`src/rtl/fetch_stage_if.sv`:
```
// Fetch-stage bus bundle: instruction-memory port, redirect/stall controls
// coming from the hazard unit, decode and execute, and the IF/ID outputs
// that feed the decode stage.
interface fetch_stage_if #(
  parameter int AW = 32,
  parameter int IW = 32
);
  logic [AW-1:0] imem_addr;
  logic [IW-1:0] imem_rdata;
  logic          stall;
  logic [1:0]    jmp_sel;
  logic [AW-1:0] jmp_target;
  logic          branch_taken;
  logic [AW-1:0] branch_target;
  logic [IW-1:0] id_instr;
  logic [AW-1:0] id_pc;
  logic [AW-1:0] id_pc_plus4;
  logic [4:0]    id_opcode;
  logic [2:0]    id_aluop;
  logic          id_valid;

  // The fetch stage drives the memory address and the IF/ID register.
  modport master (
    output imem_addr,
    input  imem_rdata,
    input  stall,
    input  jmp_sel,
    input  jmp_target,
    input  branch_taken,
    input  branch_target,
    output id_instr,
    output id_pc,
    output id_pc_plus4,
    output id_opcode,
    output id_aluop,
    output id_valid
  );

  // The surrounding pipeline: memory, hazard unit, decode and execute.
  modport slave (
    input  imem_addr,
    output imem_rdata,
    output stall,
    output jmp_sel,
    output jmp_target,
    output branch_taken,
    output branch_target,
    input  id_instr,
    input  id_pc,
    input  id_pc_plus4,
    input  id_opcode,
    input  id_aluop,
    input  id_valid
  );
endinterface

```
`src/rtl/fetch_stage.sv`:
```
// Instruction-fetch stage and IF/ID pipeline register of the interpolation
// ASIP core. Holds the PC, picks the next PC from branch / stall / jump /
// sequential sources in that priority, and registers the fetched word
// together with its PC for the decode stage.
module fetch_stage #(
  parameter int            AW        = 32,
  parameter int            IW        = 32,
  parameter logic [AW-1:0] RESET_PC  = 32'h0000_0000,
  parameter logic [IW-1:0] NOP_INSTR = 32'h0000_0000
) (
  input  logic          clk,
  input  logic          rst,
  fetch_stage_if.master bus
);

  localparam logic [AW-1:0] PC_INC = AW'(3'd4);

  logic [AW-1:0] pc_r;
  logic [IW-1:0] id_instr_r;
  logic [AW-1:0] id_pc_r;
  logic          id_valid_r;

  logic [AW-1:0] pc_nxt_s;
  logic [IW-1:0] id_instr_nxt_s;
  logic [AW-1:0] id_pc_nxt_s;
  logic          id_valid_nxt_s;
  logic          jump_s;
  logic [AW-1:0] jmp_aligned_s;
  logic [AW-1:0] br_aligned_s;
  logic [AW-1:0] pc_seq_s;

  // Targets are word aligned; low two bits are dropped, and the
  // sequential increment simply wraps modulo 2^AW.
  assign jmp_aligned_s = {bus.jmp_target[AW-1:2], 2'b00};
  assign br_aligned_s  = {bus.branch_target[AW-1:2], 2'b00};
  assign pc_seq_s      = pc_r + PC_INC;

  // Decode jump select; the reserved encoding behaves as sequential.
  always_comb begin
    jump_s = 1'b0;
    case (bus.jmp_sel)
      2'b01:   jump_s = 1'b1;
      2'b10:   jump_s = 1'b1;
      default: jump_s = 1'b0;
    endcase
  end

  // Next-PC / IF/ID selection. A branch is older than any jump sitting in
  // ID and also overrides a stall; a stall freezes everything so the jump
  // in ID re-asserts afterwards. Flushed slots record the squashed PC.
  always_comb begin
    pc_nxt_s       = pc_r;
    id_instr_nxt_s = id_instr_r;
    id_pc_nxt_s    = id_pc_r;
    id_valid_nxt_s = id_valid_r;
    if (bus.branch_taken) begin
      pc_nxt_s       = br_aligned_s;
      id_instr_nxt_s = NOP_INSTR;
      id_pc_nxt_s    = pc_r;
      id_valid_nxt_s = 1'b0;
    end else if (bus.stall) begin
      pc_nxt_s       = pc_r;
      id_instr_nxt_s = id_instr_r;
      id_pc_nxt_s    = id_pc_r;
      id_valid_nxt_s = id_valid_r;
    end else if (jump_s) begin
      pc_nxt_s       = jmp_aligned_s;
      id_instr_nxt_s = NOP_INSTR;
      id_pc_nxt_s    = pc_r;
      id_valid_nxt_s = 1'b0;
    end else begin
      pc_nxt_s       = pc_seq_s;
      id_instr_nxt_s = bus.imem_rdata;
      id_pc_nxt_s    = pc_r;
      id_valid_nxt_s = 1'b1;
    end
  end

  // PC and IF/ID register; reset wins over any stall or redirect.
  always_ff @(posedge clk) begin
    if (rst) begin
      pc_r       <= RESET_PC;
      id_instr_r <= NOP_INSTR;
      id_pc_r    <= RESET_PC;
      id_valid_r <= 1'b0;
    end else begin
      pc_r       <= pc_nxt_s;
      id_instr_r <= id_instr_nxt_s;
      id_pc_r    <= id_pc_nxt_s;
      id_valid_r <= id_valid_nxt_s;
    end
  end

  // Outputs are the registers or fixed slices of them, so they only move
  // on the clock edge.
  assign bus.imem_addr   = pc_r;
  assign bus.id_instr    = id_instr_r;
  assign bus.id_pc       = id_pc_r;
  assign bus.id_pc_plus4 = id_pc_r + PC_INC;
  assign bus.id_opcode   = id_instr_r[31:27];
  assign bus.id_aluop    = id_instr_r[26:24];
  assign bus.id_valid    = id_valid_r;

endmodule
```
`src/flat_wrapper.sv`:
```
// flat-port wrapper written by rule: the top's interface ports become plain ports
module fetch_stage_flat 
#(
  parameter int            AW        = 32,
  parameter int            IW        = 32,
  parameter logic [AW-1:0] RESET_PC  = 32'h0000_0000,
  parameter logic [IW-1:0] NOP_INSTR = 32'h0000_0000
)
  (clk, rst, bus_imem_addr, bus_imem_rdata, bus_stall, bus_jmp_sel, bus_jmp_target, bus_branch_taken, bus_branch_target, bus_id_instr, bus_id_pc, bus_id_pc_plus4, bus_id_opcode, bus_id_aluop, bus_id_valid);
  fetch_stage_if #(.AW(AW), .IW(IW)) bus_i ();
  input  logic clk;
  input  logic rst;
  output wire logic [$bits(bus_i.imem_addr)-1:0] bus_imem_addr;
  input wire logic [$bits(bus_i.imem_rdata)-1:0] bus_imem_rdata;
  input wire logic [$bits(bus_i.stall)-1:0] bus_stall;
  input wire logic [$bits(bus_i.jmp_sel)-1:0] bus_jmp_sel;
  input wire logic [$bits(bus_i.jmp_target)-1:0] bus_jmp_target;
  input wire logic [$bits(bus_i.branch_taken)-1:0] bus_branch_taken;
  input wire logic [$bits(bus_i.branch_target)-1:0] bus_branch_target;
  output wire logic [$bits(bus_i.id_instr)-1:0] bus_id_instr;
  output wire logic [$bits(bus_i.id_pc)-1:0] bus_id_pc;
  output wire logic [$bits(bus_i.id_pc_plus4)-1:0] bus_id_pc_plus4;
  output wire logic [$bits(bus_i.id_opcode)-1:0] bus_id_opcode;
  output wire logic [$bits(bus_i.id_aluop)-1:0] bus_id_aluop;
  output wire logic [$bits(bus_i.id_valid)-1:0] bus_id_valid;
  assign bus_imem_addr = bus_i.imem_addr;
  assign bus_i.imem_rdata = bus_imem_rdata;
  assign bus_i.stall = bus_stall;
  assign bus_i.jmp_sel = bus_jmp_sel;
  assign bus_i.jmp_target = bus_jmp_target;
  assign bus_i.branch_taken = bus_branch_taken;
  assign bus_i.branch_target = bus_branch_target;
  assign bus_id_instr = bus_i.id_instr;
  assign bus_id_pc = bus_i.id_pc;
  assign bus_id_pc_plus4 = bus_i.id_pc_plus4;
  assign bus_id_opcode = bus_i.id_opcode;
  assign bus_id_aluop = bus_i.id_aluop;
  assign bus_id_valid = bus_i.id_valid;
  fetch_stage #(.AW(AW), .IW(IW), .RESET_PC(RESET_PC), .NOP_INSTR(NOP_INSTR)) u_core (.clk(clk), .rst(rst), .bus(bus_i));
endmodule
```
`config.mk`:
```
export PLATFORM = sky130hd
export DESIGN_NAME = fetch_stage_flat
export DESIGN_NICKNAME = d
export VERILOG_FILES = /design/src/rtl/fetch_stage_if.sv /design/src/rtl/fetch_stage.sv /design/src/flat_wrapper.sv
export SDC_FILE = /design/constraint.sdc
export NUM_CORES = 1
export LEC_CHECK = 0
export CORE_ASPECT_RATIO = 0.5
export CORE_MARGIN = 3
export CORE_UTILIZATION = 38
export DETAILED_ROUTE_END_ITERATION = 8
export MAX_ROUTING_LAYER = met4
export PLACE_DENSITY = 0.77
export SYNTH_ARGS = -nofsm -noshare
export SYNTH_HDL_FRONTEND = slang
export SYNTH_SLANG_ARGS = --single-unit
```
`constraint.sdc`:
```
create_clock -name clk -period 2 [get_ports clk]
set_input_delay 0.3 -clock clk [delete_from_list [all_inputs] [get_ports clk]]
set_output_delay 0.3 -clock clk [all_outputs]
set_load 0.02 [all_outputs]
```
Word level (Yosys, flattened, before mapping)
Index checks and enable logic that the tools add are counted.
{"block": "totals", "output_inout_bits": 137, "wordCells": 20, "input_bits": 102, "ff_bits": 97}
{"block": "classes", "n_eq_ne": 3, "addsub": 2, "n_reduce_logical": 2, "n_mux": 8}
{"operator": "2-to-1 mux 32 bit", "count": 6}
{"operator": "adder 32 x 3 -> 32 bit, second input constant", "count": 2}
{"operator": "OR reduction 2 bit", "count": 2}
{"operator": "equality test 2 x 1 -> 1 bit, second input constant", "count": 1}
{"operator": "equality test 2 bit, second input constant", "count": 1}
{"operator": "2-to-1 mux 1 bit", "count": 2}
{"operator": "!= test 2 x 1 -> 1 bit, second input constant", "count": 1}

Longest topological paths before layout
{"block": "depth", "depth_word": 6, "mapped_depth": 7, "mapped_depth_nobuf": 6}

Least setup slack after synthesis
OpenSTA, ideal clock, no wires.
{"block": "synth_path", "path_type": "register to output", "from": "reg u_core.id_pc_r[2] (netlist: u_core.bus.id_pc[2])", "to": "out bus_id_pc_plus4[26]", "path_stages_with_launch": 8, "t_arrival_ns": 2.095, "setup_slack_ns": -0.395, "path_buffers": 1, "t_required_ns": 1.700, "path_cell_list": "dfxtp_1 ha_1 and4_1 clkbuf_1 nand3_1 or2_2 nor3_1 xor2_1"}
{"block": "synth_via", "elab_chain_cells": 1}
{"item": "start, declared", "line": "fetch_stage.sv:20", "source": "logic [AW-1:0] id_pc_r;"}
{"item": "start signal, assigned", "line": "fetch_stage.sv:89", "source": "id_pc_r <= id_pc_nxt_s;"}
{"item": "adder 32 x 3 -> 32 bit", "line": "fetch_stage.sv:99", "source": "assign bus.id_pc_plus4 = id_pc_r + PC_INC;"}
{"item": "end, declared", "line": "flat_wrapper.sv:22", "source": "output wire logic [$bits(bus_i.id_pc_plus4)-1:0] bus_id_pc_plus4;"}
Every way passes these cells.

Worst setup path in the final report
{"block": "layout_path", "from": "reg u_core.id_pc_r[8] (netlist: u_core.bus.id_pc[8])", "to": "out bus_id_pc_plus4[25]"}
Same word-level chain as after synthesis.

==> flow_metrics.py <==
metrics = {
    "sta": {
        "fin_crit_ns": 2.20,
        "period_share": 1.10,
        "skew_ns": 0.00762,
        "rsz0062_at_grt": "yes",
        "hold_viol": 0,
        "drv_slew": 0,
        "worst_slew_pin_slew_ns": 0.640,
        "relSlewSlack": 0.573,
        "timing.final.ws_setup_ns": -0.204,
        "finalSetupViolCount": 12,
        "fmax_mhz": 454,
    },
    "synth": {
        "postSynthAreaPerCell_um2": 7.20,
        "ys_ff_latch": 97,
        "synth_top_area_frac": 0.371,
        "synth_fp_nets": 831,
        "ys_seq_area_frac": 0.371,
        "synth_area_mm2": 0.00523,
        "synth.distinct_cells": 55,
        "synth_warnings": 0,
        "async_flop_share": 0,
        "syn_inst": 727,
        "ys_dominant_reg_cell": "dfxtp_1",
        "yosys.area.top_type": "dfxtp_1",
        "synth-edff-count": 0,
        "synthTopCellsByArea": "dfxtp_1 37%, nand2_1 9.6%, a21oi_1 8.9%",
    },
    "setup_path": {
        "r2r-start": "u_core.bus.imem_addr[14]",
        "crit_family": "simple AND/OR/NAND/NOR gates",
        "cp_slowest_cell": "dfxtp_4",
        "required_ns": 1.70,
        "r2r_setup_slack_ns": 0.07,
        "slowest_delay_ns": 0.34,
        "start_kind": "register",
        "end_kind": "output port",
        "worst-r2r-cell-count": 6,
        "worstPathCellList": "and4_4, nand4bb_1, or2_4, buf_4, nor2_4, xnor2_1, buf_4",
        "cp_num_buf_inv": 2,
        "crit_path_max_fanout": 5,
        "reg2reg_to": "u_core.bus.imem_addr[29]",
        "cp_common_cell": "buf_4",
        "worstPathArrival_ns": 1.90,
        "path_class": "register to output port",
    },
    "power": {
        "p_sw_frac": 0.298,
        "switchingPower_mw": 1.53,
        "ir_worst_vdd_v": 0.000391,
        "p_seq_frac": 0.410,
        "comb_power_share": 0.263,
        "clockPowerShare": 0.327,
        "internal_power_mw": 3.60,
        "cellPowerDensity_mw_per_mm2": 579,
        "power.leakage_nw": 3.43,
    },
    "job": {
        "cap_violations": 0,
    },
    "outcome": {
        "violations": "negative setup slack",
        "status": "complete, but fails checks",
    },
    "grt": {
        "grt_max_degree": 46,
        "grt_pass1_vias": 5887,
        "grt_use_total": 0.257,
        "grt_antenna_before_repair": 0,
        "gr-total-overflow": 0,
        "grt_pass1_wl_mm": 30.2,
    },
    "cells_and_area": {
        "diodes": 0,
        "final_area_mm2": 0.00885,
        "syn2layout_area_growth_pct": 69.2,
        "fin_util": 0.677,
        "final_cell_mix": "204 x clkdlybuf4s50_1, 134 x nand2_1, 113 x buf_4",
        "nNetsFinal": 1118,
        "final_common_cell": "clkdlybuf4s50_1",
        "drive_gt1_frac": 0.215,
    },
    "drt": {
        "ant_nets": 0,
        "drt-total-wl_mm": 19.6,
        "initialDrtViolationCount": 386,
        "wl_per_cell_um": 16.5,
        "drtPass1Iterations": 5,
        "vias": 6205,
        "drc": 0,
        "vias_per_cell": 5.22,
    },
    "place": {
        "dpl.hpwl_mm": 15.0,
        "place.gp.congestion": 0.952,
        "io_buffers": 234,
        "place_area_mm2": 0.00843,
    },
    "worst_hold_path": {
        "min_to": "u_core.bus.imem_addr[20]",
        "min_from": "rst",
        "min_path_cells": 4,
        "worstHoldPathType": "input pin to register",
    },
    "floorplanning": {
        "io_pins": 239,
        "die_w_um": 172,
        "core_area_mm2": 0.0131,
        "fp.dieH_um": 89.0,
        "die-area_mm2": 0.0153,
        "start_util": 0.400,
        "core.rowCount": 29,
    },
    "clocking": {
        "clk_pin_slew_ns": 0.06,
        "cts_root_buf": "clkbuf_16",
        "hold_buffers": 0,
        "cts_tree": "done",
        "cts_made_buffers": 9,
        "cts_buffer_depth": 2,
        "clk_latency_ns": 0.33,
        "cts.sinks": 97,
        "cts_htree_levels": 3,
    },
}
[power groups by stage]
stage | Sequential (mW) | Clock, mW | Combinational [mW]
2_1_floorplan | 2.29 | 0 | 0.478
3_3_place_gp | 2.14 | 0 | 1.34
3_5_place_dp | 2.14 | 0 | 1.35
4_1_cts | 2.10 | 1.70 | 1.34
5_1_grt | 2.12 | 1.79 | 1.45
6_report | 2.10 | 1.67 | 1.35
[cell usage after synthesis, drive strengths merged (3+ instances only)]
| library cell | instances |
|---|---|
| a211oi | 9 |
| a21oi | 93 |
| a221oi | 3 |
| a22o | 4 |
| a311oi | 4 |
| a31oi | 6 |
| and2 | 3 |
| and3 | 6 |
| and4 | 8 |
| buf | 20 |
| clkbuf | 41 |
| dfxtp | 97 |
| inv | 14 |
| mux2i | 9 |
| nand2 | 134 |
| nand2b | 7 |
| nand3 | 27 |
| nand3b | 3 |
| nand4 | 10 |
| nor2 | 109 |
| nor3 | 16 |
| nor4 | 11 |
| o21ai | 17 |
| o22ai | 9 |
| or2 | 3 |
| or4 | 3 |
| xnor2 | 20 |
| xor2 | 19 |
[metal layers]
metal  track usage  up-vias  part of all wire
li1              -     3050                 -
met1         0.330     2864              0.43
met2         0.421      265              0.48
met3        0.0601       26             0.078
met4        0.0471        0             0.013
met5             -        -                 0
[cells by family (layout without fill, tap and decap cells)]
logic type | Yosys count | after routing | share of synthesized area
AND/OR/NAND/NOR | 343 | 343 | 0.294
AO/OA/AOI/OAI | 161 | 161 | 0.182
flip-flops | 97 | 97 | 0.371
buffers and inverters | 75 | 367 | 0.0629
XOR/XNOR | 39 | 39 | 0.0653
multiplexers | 10 | 10 | 0.0194
adder cells (fa/ha/maj) | 2 | 2 | 0.00478
[worst min-delay path: cells and delay by family]
family          cells  cell delay, ns
compound gates      1            0.11
buf+inv             2            0.24
simple gates        1            0.06
[worst max-delay path by stage]
| stage | cells after the start | to | from |
|---|---|---|---|
| final | 7 | bus_id_pc_plus4[25] | u_core.bus.id_pc[8] |
| after global placement | 7 | bus_id_pc_plus4[26] | u_core.bus.id_pc[2] |
| after global routing | 7 | bus_id_pc_plus4[31] | u_core.bus.id_pc[8] |
| after floorplan | 7 | bus_id_pc_plus4[26] | u_core.bus.id_pc[2] |
| after detailed placement | 7 | bus_id_pc_plus4[26] | u_core.bus.id_pc[2] |
| after CTS | 7 | bus_id_pc_plus4[26] | u_core.bus.id_pc[3] |
[sequential cells by signal, indices dropped and copies added, names as in the netlist]
signal                cells
u_core.bus.imem_addr     32
u_core.bus.id_instr      32
u_core.bus.id_pc         32
u_core.bus.id_valid       1
[final cells by class]
class | count | area (um2)
Multi-Input combinational cell | 555 | 3210
Tap cell | 170 | 213
Sequential cell | 97 | 1990
Clock buffer | 11 | 253
Timing Repair Buffer | 337 | 3090
Clock inverter | 5 | 38.8
Inverter | 14 | 52.6
Fill cell | 1084 | 4210
[stage by stage]
step	power [mW]	TNS, ns	setup WS (ns)	hold WS, ns	std cells
detailed placement	3.49	-4.25	-0.363	0.445	1167
global route	5.35	-2.82	-0.279	0.441	1189
finish	5.13	-1.86	-0.204	0.432	1189
CTS	5.15	-1.86	-0.250	0.417	1183
global placement	3.48	-3.49	-0.331	0.433	1167
floorplan	2.77	-0.000953	-0.000953	0.410	727
[timing repair]
action | 4_1_cts | 5_1_grt
gates resized for setup | 132 | 32
setup endpoints to repair | 27 | 29
pin swaps | 14 | 15
buffers inserted | 1 | 8
Note: power is estimated with default switching activity, not from simulation.
